==> config.mk <==
export PLATFORM = sky130hd
export DESIGN_NAME = player_hit_detect_flat
export DESIGN_NICKNAME = d
export VERILOG_FILES = /design/src/rtl/player_hit_detect_if.sv /design/src/rtl/player_hit_detect.sv /design/src/flat_wrapper.sv
export SDC_FILE = /design/constraint.sdc
export NUM_CORES = 1
export LEC_CHECK = 0
export BUFFER_PORTS_ARGS = -buffer_cell sky130_fd_sc_hd__buf_2
export CAP_MARGIN = 10
export CORE_ASPECT_RATIO = 0.5
export CORE_MARGIN = 3
export CORE_UTILIZATION = 59
export DETAILED_ROUTE_END_ITERATION = 8
export PLACE_DENSITY = 0.9
export SETUP_SLACK_MARGIN = 0.2
export SYNTH_ARGS = -nofsm -noshare
export SYNTH_HDL_FRONTEND = slang
export SYNTH_SLANG_ARGS = --single-unit
export TNS_END_PERCENT = 20
==> constraint.sdc <==
create_clock -name clk -period 3.65 [get_ports clk]
set_input_delay 0.9125 -clock clk [delete_from_list [all_inputs] [get_ports clk]]
set_output_delay 0.9125 -clock clk [all_outputs]
set_load 0.01 [all_outputs]
==> src/rtl/player_hit_detect_if.sv <==
// +----------------------------------------------------------------------------+
// | player_hit_detect_if                                                       |
// | Frame/missile-position inputs and collision/lives outputs of the player    |
// | hit detector.                                                              |
// | Rev 1.0                                                                    |
// +----------------------------------------------------------------------------+
`default_nettype none

interface player_hit_detect_if;
   logic       frame;
   logic       restart;
   logic [9:0] player_x;
   logic [9:0] m1_x;
   logic [9:0] m1_y;
   logic [9:0] m2_x;
   logic [9:0] m2_y;
   logic [9:0] m3_x;
   logic [9:0] m3_y;
   logic [1:0] player_collision;
   logic [1:0] lives;
   logic       player_hit;
   logic       game_over;

   modport master (
      output frame, restart, player_x, m1_x, m1_y, m2_x, m2_y, m3_x, m3_y,
      input  player_collision, lives, player_hit, game_over
   );

   modport slave (
      input  frame, restart, player_x, m1_x, m1_y, m2_x, m2_y, m3_x, m3_y,
      output player_collision, lives, player_hit, game_over
   );
endinterface

`default_nettype wire

==> src/rtl/player_hit_detect.sv <==
// +----------------------------------------------------------------------------+
// | player_hit_detect                                                          |
// | Per-frame missile/player overlap test, lives count and ALIVE/HIT/DEAD FSM. |
// | Rev 1.0                                                                    |
// +----------------------------------------------------------------------------+
`default_nettype none

module player_hit_detect #(
   parameter int PLAYER_Y   = 440,
   parameter int PLAYER_W   = 32,
   parameter int PLAYER_H   = 16,
   parameter int MISSILE_W  = 4,
   parameter int MISSILE_H  = 12,
   parameter int LIVES      = 3,
   parameter int HIT_FRAMES = 60
) (
   input  logic              clk,
   input  logic              rst_n,
   player_hit_detect_if.slave bus
);

   typedef enum logic [1:0] {
      ST_ALIVE = 2'd0,
      ST_HIT   = 2'd1,
      ST_DEAD  = 2'd2
   } state_t;

   localparam logic [10:0] c_player_w  = 11'(PLAYER_W);
   localparam logic [10:0] c_missile_w = 11'(MISSILE_W);
   localparam logic [10:0] c_missile_h = 11'(MISSILE_H);
   localparam logic [10:0] c_top       = 11'(PLAYER_Y);
   localparam logic [10:0] c_bottom    = 11'(PLAYER_Y + PLAYER_H);
   localparam logic [1:0]  c_lives     = 2'(LIVES);
   localparam logic [7:0]  c_hit_frames = 8'(HIT_FRAMES);

   state_t     r_state, w_state_nx;
   logic [1:0] r_lives, w_lives_nx;
   logic [1:0] r_coll, w_coll_nx;
   logic [7:0] r_hit_cnt, w_hit_cnt_nx;
   logic       r_frame_d;
   logic       r_player_hit;
   logic       r_game_over;

   logic [9:0] w_mx [3];
   logic [9:0] w_my [3];
   logic [2:0] w_overlap;
   logic [1:0] w_code;

   assign w_mx[0] = bus.m1_x;
   assign w_mx[1] = bus.m2_x;
   assign w_mx[2] = bus.m3_x;
   assign w_my[0] = bus.m1_y;
   assign w_my[1] = bus.m2_y;
   assign w_my[2] = bus.m3_y;

   // 11-bit sums so the right/bottom edges never wrap
   for (genvar i = 0; i < 3; i++) begin : g_missile
      logic [10:0] w_x, w_y, w_px;
      assign w_x  = {1'b0, w_mx[i]};
      assign w_y  = {1'b0, w_my[i]};
      assign w_px = {1'b0, bus.player_x};
      assign w_overlap[i] = (w_x < w_px + c_player_w) &&
                            (w_x + c_missile_w > w_px) &&
                            (w_y < c_bottom) &&
                            (w_y + c_missile_h > c_top);
   end

   always_comb begin
      w_code = 2'd0;
      if (w_overlap[0])
         w_code = 2'd1;
      else if (w_overlap[1])
         w_code = 2'd2;
      else if (w_overlap[2])
         w_code = 2'd3;
   end

   always_comb begin
      w_state_nx   = r_state;
      w_lives_nx   = r_lives;
      w_coll_nx    = 2'd0;
      w_hit_cnt_nx = r_hit_cnt;
      if (bus.restart) begin
         w_state_nx   = ST_ALIVE;
         w_lives_nx   = c_lives;
         w_hit_cnt_nx = 8'd0;
      end else begin
         case (r_state)
            ST_ALIVE: begin
               if (r_frame_d && (w_code != 2'd0)) begin
                  w_coll_nx  = w_code;
                  w_lives_nx = r_lives - 2'd1;
                  if (r_lives == 2'd1) begin
                     w_state_nx = ST_DEAD;
                  end else begin
                     w_state_nx   = ST_HIT;
                     w_hit_cnt_nx = c_hit_frames;
                  end
               end
            end
            ST_HIT: begin
               // Still report so the missile block recycles, but no life lost
               if (r_frame_d)
                  w_coll_nx = w_code;
               if (bus.frame) begin
                  w_hit_cnt_nx = r_hit_cnt - 8'd1;
                  if (r_hit_cnt == 8'd1)
                     w_state_nx = ST_ALIVE;
               end
            end
            default: begin
               w_state_nx = ST_DEAD;
            end
         endcase
      end
   end

   always_ff @(posedge clk or negedge rst_n) begin
      if (!rst_n) begin
         r_state      <= ST_ALIVE;
         r_lives      <= c_lives;
         r_coll       <= 2'd0;
         r_hit_cnt    <= 8'd0;
         r_frame_d    <= 1'b0;
         r_player_hit <= 1'b0;
         r_game_over  <= 1'b0;
      end else begin
         r_state      <= w_state_nx;
         r_lives      <= w_lives_nx;
         r_coll       <= w_coll_nx;
         r_hit_cnt    <= w_hit_cnt_nx;
         r_frame_d    <= bus.frame;
         r_player_hit <= (w_state_nx == ST_HIT);
         r_game_over  <= (w_state_nx == ST_DEAD);
      end
   end

   assign bus.player_collision = r_coll;
   assign bus.lives            = r_lives;
   assign bus.player_hit       = r_player_hit;
   assign bus.game_over        = r_game_over;

endmodule

`default_nettype wire
==> src/flat_wrapper.sv <==
// flat-port wrapper written by rule: the top's interface ports become plain ports
module player_hit_detect_flat 
#(
   parameter int PLAYER_Y   = 440,
   parameter int PLAYER_W   = 32,
   parameter int PLAYER_H   = 16,
   parameter int MISSILE_W  = 4,
   parameter int MISSILE_H  = 12,
   parameter int LIVES      = 3,
   parameter int HIT_FRAMES = 60
)
  (clk, rst_n, bus_frame, bus_restart, bus_player_x, bus_m1_x, bus_m1_y, bus_m2_x, bus_m2_y, bus_m3_x, bus_m3_y, bus_player_collision, bus_lives, bus_player_hit, bus_game_over);
  player_hit_detect_if bus_i ();
  input  logic clk;
  input  logic rst_n;
  input wire logic [$bits(bus_i.frame)-1:0] bus_frame;
  input wire logic [$bits(bus_i.restart)-1:0] bus_restart;
  input wire logic [$bits(bus_i.player_x)-1:0] bus_player_x;
  input wire logic [$bits(bus_i.m1_x)-1:0] bus_m1_x;
  input wire logic [$bits(bus_i.m1_y)-1:0] bus_m1_y;
  input wire logic [$bits(bus_i.m2_x)-1:0] bus_m2_x;
  input wire logic [$bits(bus_i.m2_y)-1:0] bus_m2_y;
  input wire logic [$bits(bus_i.m3_x)-1:0] bus_m3_x;
  input wire logic [$bits(bus_i.m3_y)-1:0] bus_m3_y;
  output wire logic [$bits(bus_i.player_collision)-1:0] bus_player_collision;
  output wire logic [$bits(bus_i.lives)-1:0] bus_lives;
  output wire logic [$bits(bus_i.player_hit)-1:0] bus_player_hit;
  output wire logic [$bits(bus_i.game_over)-1:0] bus_game_over;
  assign bus_i.frame = bus_frame;
  assign bus_i.restart = bus_restart;
  assign bus_i.player_x = bus_player_x;
  assign bus_i.m1_x = bus_m1_x;
  assign bus_i.m1_y = bus_m1_y;
  assign bus_i.m2_x = bus_m2_x;
  assign bus_i.m2_y = bus_m2_y;
  assign bus_i.m3_x = bus_m3_x;
  assign bus_i.m3_y = bus_m3_y;
  assign bus_player_collision = bus_i.player_collision;
  assign bus_lives = bus_i.lives;
  assign bus_player_hit = bus_i.player_hit;
  assign bus_game_over = bus_i.game_over;
  player_hit_detect #(.PLAYER_Y(PLAYER_Y), .PLAYER_W(PLAYER_W), .PLAYER_H(PLAYER_H), .MISSILE_W(MISSILE_W), .MISSILE_H(MISSILE_H), .LIVES(LIVES), .HIT_FRAMES(HIT_FRAMES)) u_core (.clk(clk), .rst_n(rst_n), .bus(bus_i));
endmodule
Word-level counts from Yosys, hierarchy flattened:

Cells that the tools add are included.

* register bits after elaboration: 17
* bits of input ports: 74
* output and inout port bits: 6
* word-level logic and storage cells: 74

* reductions and logical operators: 17
* $lt $le $gt $ge: 12
* add/sub/neg operators: 9
* equality and inequality tests: 8
* multiplexer cells: 21

Operators by type and width (number)
* $add A10 B3 Y11 const B: 3
* $add A10 B4 Y11 const B: 3
* $gt A11 B10 Y1: 3
* $gt A11 B9 Y1 const B: 3
* $lt A10 B11 Y1: 3
* $mux W8: 4
* $lt A10 B9 Y1 const B: 3
* $mux W2: 14
* $pmux W8 S2: 1
* $add A10 B6 Y11 const B: 1
* $logic_and A1 B1 Y1: 10
* $eq A8 B1 Y1 const B: 1
* $pmux W2 S2: 2
* $sub A8 B1 Y8 const B: 1
* $eq A2 B1 Y1 const B: 3
* $ne A3 B3 Y1 const B: 2
* $reduce_bool A2 Y1: 3
* $reduce_and A4 Y1: 1
* $ne A3 B2 Y1 const B: 1
* $reduce_bool A3 Y1: 1
* $eq A2 B2 Y1 const B: 1
* $logic_not A2 Y1: 1
* $reduce_and A2 Y1: 1
* $sub A2 B1 Y2 const B: 1

Depth between registers and ports, before layout:

Gate-level depths: netlist of run 1.

* depth after elaboration: 14
* mapped depth: 14

Worst setup path before layout of run 1:

No wires, ideal clock.

* path type: input port to flip-flop
* start: input bus_player_x[5]
* end: register u_core.r_hit_cnt[1]
* stages: 12
* required time: 3.522 ns
* arrival time: 3.576 ns
* path slack: -0.054 ns
* setup time: 0.128 ns
* path through: and3_1 > xnor2_1 > ha_1 > a21o_1 > a21oi_1 > nor2_1 > or4_1 > or4b_1 > buf_2 > o211a_2 > o21ai_2 > mux2_1

* longest elaborated chain between the ends: 12
* elaborated cells on any way between the ends: 23
* those cells by class: 1 x add/sub; 6 x order compare; 1 x eq/ne; 3 x mux; 12 x reduce/logical

RTL lines
* start, declared: RTL line flat_wrapper.sv:18 `input wire logic [$bits(bus_i.player_x)-1:0] bus_player_x;`
* $add A10 B6 Y11: RTL line player_hit_detect.sv:62 `assign w_overlap[i] = (w_x < w_px + c_player_w) &&`
* $lt A10 B11 Y1: RTL line player_hit_detect.sv:62
* $logic_and A1 B1 Y1: RTL line player_hit_detect.sv:62
* $logic_and A1 B1 Y1: RTL line player_hit_detect.sv:63 `(w_x + c_missile_w > w_px) &&`
* $logic_and A1 B1 Y1: RTL line player_hit_detect.sv:64 `(w_y < c_bottom) &&`
* $mux W2: RTL line player_hit_detect.sv:74 `else if (w_overlap[2])`
* $mux W2: RTL line player_hit_detect.sv:72 `else if (w_overlap[1])`
* $mux W2 (*): RTL line player_hit_detect.sv:70 `if (w_overlap[0])`
* $reduce_bool A2 Y1 (*): RTL line player_hit_detect.sv:90 `if (r_frame_d && (w_code != 2'd0)) begin`
* $logic_and A1 B1 Y1 (*): RTL line player_hit_detect.sv:90
* $ne A3 B2 Y1 (no source line) (*)
* $reduce_and A4 Y1 (no source line) (*)
* end signal, assigned: RTL line player_hit_detect.sv:131 `r_hit_cnt <= w_hit_cnt_nx;`
* end, declared: RTL line player_hit_detect.sv:39 `logic [7:0] r_hit_cnt, w_hit_cnt_nx;`

Every way passes the cells marked *; elsewhere a longest branch is shown, timed or not.
A chain may end at the register's enable or synchronous reset.

Worst setup path in the final report of run 1:

Ends and elaborated chain as after synthesis.

==> metrics, run 1 <==
Max Root-Sink Buffers 2; worst path required time 3.79 ns; commonest cells after routing, fill and taps aside buf_2 (74), ha_1 (64), inv_1 (38); cell area after layout between 0.003 and 0.004 mm^2; Clock transition at path regs roughly 0.070 ns; TritonCTS Buffers 3; Max H-tree Level 1; worst hold path type flop to flop; GRT Total Usage approximately 27%; R2R depth 4; Levels on crit path 12; RSZ-0062 raised after global routing true; failing checks setup timing; number of cell rows 17; Die Ht 56.4 um; critical path endpoint category flop; Cell Area, Placed 0.00369 mm^2; pin count of the biggest net entering global routing 18; area grow syn2layout 32.2%; commonest non-fill, non-tap cell in the layout buf_2; port bufs ~80; share of cells above drive strength 1 29.2%; fin. max-slew vios 0; Final ANT Viol Nets 0; global route overflow 0; Final Hold Fails 0; final setup violation count 3; Starting Density approximately two thirds; CP max FO 4; register area share after synthesis 14.3%; Tmin final roughly 3.7 ns; post-DR vias/cell 6.44; Max VDD drop 0.143 mV; root buf cell clkbuf_8; vias in the first global route roughly 3100; Slowest-stage cell, CP or4b_4; 1st-iter DRT viols ~340; Worst setup SP type primary input; final WL about 10000 um; IO Pins 80; nets 635; Area contributors post-synth ha_1 (28%), dfrtp_1 (13%), inv_1 (4.8%), a21oi_1 (4.5%), xnor2_1 (4.1%); critical path class primary input to flop; Avg WL per Cell roughly 18 um; core area about 0.0046 mm^2; GP Congestion just under 0.9; die area approximately 0.006 mm^2; Ant. Diodes 0; TritonCTS clock tree yes; post-DP HPWL just under 7000 um; cell area power density around 200 mW/mm^2; crit path DAT 3.82 ns; initial antenna violation count 0; Synth area leader ha_1; max-cap violation count 0; area share of the largest cell type after synthesis roughly 28%; first-pass GRT wire length roughly 14000 um; vias between 3000 and 4000; unique cell type count in the Yosys netlist just under 60; number of buffers and inverters on the critical path 1; Worst slew margin between 50% and 60%; Synth Cell Area approximately 0.003 mm^2; clock sink total 17; top_reg_cell synth dfrtp_1; net count after synthesis roughly 520; CP max stage delay about 0.59 ns; FFs w/ async S/R, synth 100%; slew at the pin with the worst max-slew slack ~0.71 ns; Post-Layout Cell Count about 560; fmax roughly 0.27 GHz; P_leak approximately 1.9 nW; number of enable flip-flop cells after synthesis 0; syn_area_per_cell just under 8 um^2; worst hold path cell count 1; worst path cell trace buf_2 -> and3_4 -> xnor2_4 -> ha_4 -> a21o_1 -> a21oi_1 -> nor2_1 -> or4_1 -> or4b_4 -> o211a_4 -> o21ai_4 -> mux2_4; Clock Latency Late Sink about 0.26 ns; die width 107 um; worst clock skew 0.00569 ns; Syn Inst Count around 380; Seq cells post-synth 17; warnings from Yosys 0; status complete, but fails checks; Placed Cells roughly 550; hold-fix buffers at CTS 0; DRC viols 0; DRT Pass-1 Iters 6; Final Cycle Share 101%; min setup slack post-route -0.0215 ns; family with the most delay on the worst path simple AND/OR/NAND/NOR gates
-- flip-flops by register name (all words and copies together) (netlist names) --
name / cells
u_core.bus.lives: 2
u_core.bus.player_hit: 1
u_core.bus.game_over: 1
u_core.r_hit_cnt: 8
u_core.r_state: 2
u_core.r_frame_d: 1
u_core.bus.player_collision: 2
-- area by class of cell --
cell class / instances / area [um^2]
flip-flops and latches: 17 / 428
clock buffers: 4 / 45.0
repair buffers: 111 / 671
multi-input cells: 323 / 2600
fillers: 262 / 672
well taps: 66 / 82.6
inverters: 38 / 143
-- metal layers --
layer	vias to the layer above	wire [um]	global-route usage [%]
li1	1651	-	-
met1	1637	3890	34.4
met2	245	4780	48.9
met3	69	899	2.99
met4	0	450	6.56
met5	-	0	0
-- per-stage QoR --
step / total power [mW] / setup WS [ns] / hold WS, ns / TNS (ns) / util [%]
2_1_floorplan: 0.416 / 0.0162 / 0.450 / 0 / -
3_3_place_gp: 0.556 / -0.143 / 0.473 / -0.622 / 79.6
3_5_place_dp: 0.570 / -0.210 / 0.505 / -1.39 / 79.6
4_1_cts: 0.712 / 0.121 / 0.514 / 0 / 80.7
5_1_grt: 0.826 / -0.0688 / 0.551 / -0.442 / 85.5
6_report: 0.778 / -0.0215 / 0.507 / -0.0349 / 85.5
-- what timing repair did --
action / CTS / global route
setup buffers: 0 / 2
resized for setup: 1 / 41
pin swaps: 0 / 18
setup endpoints to repair: 9 / 14
-- kinds of logic after synthesis --
group / count (synthesis) / synth area share (%)
buffers and inverters: 42 / 5.42
muxes: 3 / 1.08
and+or+nand+nor: 128 / 21.5
adders and majority gates: 67 / 27.9
DFF: 17 / 14.3
AOI/OAI and AO/OA: 103 / 23.4
xor gates and xnor gates: 22 / 6.42
-- synth_stat cells, drive strengths merged (2+ instances only) --
cell / n
a211o: 2
a211oi: 4
a21boi: 2
a21o: 6
a21oi: 27
a31oi: 8
a32oi: 2
a41oi: 4
and3: 5
buf: 2
clkbuf: 2
dfrtp: 15
dfstp: 2
ha: 67
inv: 38
mux2: 2
nand2: 25
nand2b: 2
nand3: 25
nand4: 5
nand4b: 4
nor2: 32
nor2b: 5
nor3: 9
nor3b: 4
nor4: 4
o2111ai: 2
o211ai: 4
o21a: 3
o21ai: 17
o22ai: 3
o31ai: 2
o32a: 4
o41ai: 4
or3: 2
or4: 2
xnor2: 14
xor2: 8
-- power breakdown --
group / leakage, nW / switching (mW) / internal, mW
Clock: 0.0228 / 0.0638 / 0.0776
Combinational: 1.71 / 0.234 / 0.196
Sequential: 0.217 / 0.00997 / 0.197
-- path summary, 6_finish.rpt --
path,from,to,slack [ns]
worst max register to register,u_core.r_state[1]$_DFF_PN0_,u_core.r_hit_cnt[0]$_DFFE_PN0P_,1.66
min in group asynchronous,rst_n,u_core.r_hit_cnt[2]$_DFFE_PN0P_,0.56
max in group asynchronous,rst_n,u_core.bus.lives[0]$_DFFE_PN1P_,2.77
worst max-delay path,bus_player_x[5],u_core.r_hit_cnt[1]$_DFFE_PN0P_,-0.02
worst min-delay path,u_core.r_hit_cnt[7]$_DFFE_PN0P_,u_core.r_hit_cnt[7]$_DFFE_PN0P_,0.51
worst min register to register,u_core.r_hit_cnt[7]$_DFFE_PN0P_,u_core.r_hit_cnt[7]$_DFFE_PN0P_,0.51
(Power assumes the default switching activity.)
==> inputs of run 2 (changes only) <==
Settings changed: PLACE_DENSITY 0.9 to default, PLACE_DENSITY_LB_ADDON from default to 0.3.
==> metrics, run 2 (same netlist as run 1, synthesis figures left out) <==
Final Hold Fails 0 (unchanged); max-cap violation count 0 (unchanged); Worst setup SP type primary input (unchanged); crit path DAT 3.76 ns (was 3.82 ns); clock sink total 17 (unchanged); cell area after layout 0.00401 mm^2 (was 0.00397 mm^2); Power Total 0.771 mW (was 0.778 mW); Final Cycle Share 98.3% (was 101%); global route overflow 0 (unchanged); root buf cell clkbuf_8 (unchanged); Post-Layout Cell Count 566 (was 559); Flop pwr share 26.9% (was 26.6%); sw frac 39.0% (was 39.5%); hold-fix buffers at CTS 0 (unchanged); fmax 0.279 GHz (was 0.272 GHz); slew at the pin with the worst max-slew slack 0.692 ns (was 0.709 ns); Cell Area, Placed 0.00371 mm^2 (was 0.00369 mm^2); P_leak 1.98 nW (was 1.95 nW); Die Ht 56.4 um (unchanged); worst clock skew 0.00217 ns (was 0.00569 ns); core area 0.00464 mm^2 (unchanged); Net Sw Power 0.301 mW (was 0.307 mW); final setup violation count 0 (was 3); vias in the first global route 3420 (was 3145); Tmin final 3.59 ns (was 3.67 ns); die width 107 um (unchanged); GRT Total Usage 29.6% (was 27.0%); Clock transition at path regs 0.07 ns (about the same); flip-flop count of the largest register after layout 8 (unchanged); Starting Density 64.7% (unchanged); Clock power frac 18.2% (about the same); Max Root-Sink Buffers 2 (unchanged); critical path endpoint category flop (unchanged); fin. max-slew vios 0 (unchanged); worst slack, placed -0.230 ns (was -0.210 ns); TritonCTS Buffers 3 (unchanged); Clock Latency Late Sink 0.25 ns (was 0.26 ns); nets 642 (was 635); DRT Pass-1 Iters 5 (was 6); number of cell rows 17 (unchanged); Layout Utilization 86.5% (was 85.5%); port bufs 79 (unchanged); critical path class primary input to flop (unchanged); DRC viols 0 (unchanged); Worst slew margin 53.8% (was 52.6%); Hold Slack 0.504 ns (was 0.507 ns); 1st-iter DRT viols 298 (was 338); status complete, no violations (was complete, but fails checks); Placed Cells 556 (was 553); final WL 9790 um (was 10000 um); CP max FO 4 (unchanged); RSZ-0062 raised after global routing true (unchanged); setup_tns 0 ns (was -0.0349 ns); Avg WL per Cell 17.3 um (was 17.9 um); initial antenna violation count 0 (unchanged); TritonCTS clock tree yes (unchanged); die area 0.00603 mm^2 (unchanged); commonest cells after routing, fill and taps aside buf_2 (73), ha_1 (65), buf_4 (41) (was buf_2 (74), ha_1 (64), inv_1 (38)); Ant. Diodes 0 (unchanged); Comb power frac 54.8% (was 55.2%); commonest non-fill, non-tap cell in the layout buf_2 (unchanged); post-DP HPWL 7390 um (was 6880 um); worst hold path type flop to flop (unchanged); IO Pins 80 (unchanged); pin count of the biggest net entering global routing 18 (unchanged); share of cells above drive strength 1 31.0% (was 29.2%); internal power 0.470 mW (about the same); worst path required time 3.83 ns (was 3.79 ns); post-DR vias/cell 6.31 (was 6.44); Final ANT Viol Nets 0 (unchanged); GP Congestion 0.972 (was 0.894); area grow syn2layout 33.6% (was 32.2%); largest register by flop count u_core.r_hit_cnt (unchanged); min setup slack post-route 0.0638 ns (was -0.0215 ns); first-pass GRT wire length 14800 um (was 13600 um); vias 3570 (was 3602); cell area power density 192 mW/mm^2 (was 196 mW/mm^2); Max H-tree Level 1 (unchanged); Max VDD drop 0.164 mV (was 0.143 mV)
==> run 2: cell types whose count changed in the layout (fill, tap and decap cells not counted), sizes merged <==
cell	delta
clkbuf	-1
clkinv	+1
buf	+7
==> run 2: final cells by class <==
class | count | area, um^2
fill | 264 | 628
tap | 66 | 82.6
clock buffer | 3 | 41.3
multi-input combinational | 323 | 2590
timing repair buffer | 118 | 722
sequential | 17 | 428
clock inverter | 1 | 5.00
inverter | 38 | 143
==> run 2: layer usage <==
layer | part of all wire [%] | track usage, %
met5 | 0 | 0
met4 | 4.3 | 12.2
met3 | 8.4 | 3.56
met2 | 49 | 54.7
met1 | 38 | 34.9
==> run 2: final timing paths <==
path	startpoint	endpoint	slack, ns	cells past startpoint
worst min register to register	u_core.r_hit_cnt[7]$_DFFE_PN0P_	u_core.r_hit_cnt[7]$_DFFE_PN0P_	0.50	1
worst max-delay path	bus_m3_x[5]	u_core.r_hit_cnt[7]$_DFFE_PN0P_	0.06	15
min in group asynchronous	rst_n	u_core.r_hit_cnt[7]$_DFFE_PN0P_	0.56	1
max in group asynchronous	rst_n	u_core.bus.lives[0]$_DFFE_PN1P_	2.78	1
worst min-delay path	u_core.r_hit_cnt[7]$_DFFE_PN0P_	u_core.r_hit_cnt[7]$_DFFE_PN0P_	0.50	1
worst max register to register	u_core.r_state[1]$_DFF_PN0_	u_core.r_hit_cnt[0]$_DFFE_PN0P_	1.55	5
==> run 2: timing repair <==
action	in CTS	in global routing
buffers inserted	2	4
setup endpoints to repair	14	14
pin swaps	8	9
resized for setup	16	26
==> run 2: critical path, stage by stage <==
cell and delay (ns):
buf_2 0.14, nand3_1 0.15, nor2_1 0.22, xor2_1 0.12, ha_1 0.22, a2111oi_2 0.35
o21ai_1 0.14, o221a_2 0.28, o311ai_2 0.32, buf_4 0.21, o211a_4 0.19, o21ai_4 0.07
buf_4 0.16, buf_4 0.13, a31oi_1 0.16
==> run 2: power groups by stage <==
stage,Clock (mW),Sequential (mW),Combinational [mW]
after detailed placement,0,0.210,0.367
after floorplan,0,0.208,0.209
final,0.141,0.208,0.422
after CTS,0.140,0.207,0.382
after global routing,0.154,0.209,0.465
after global placement,0,0.209,0.345
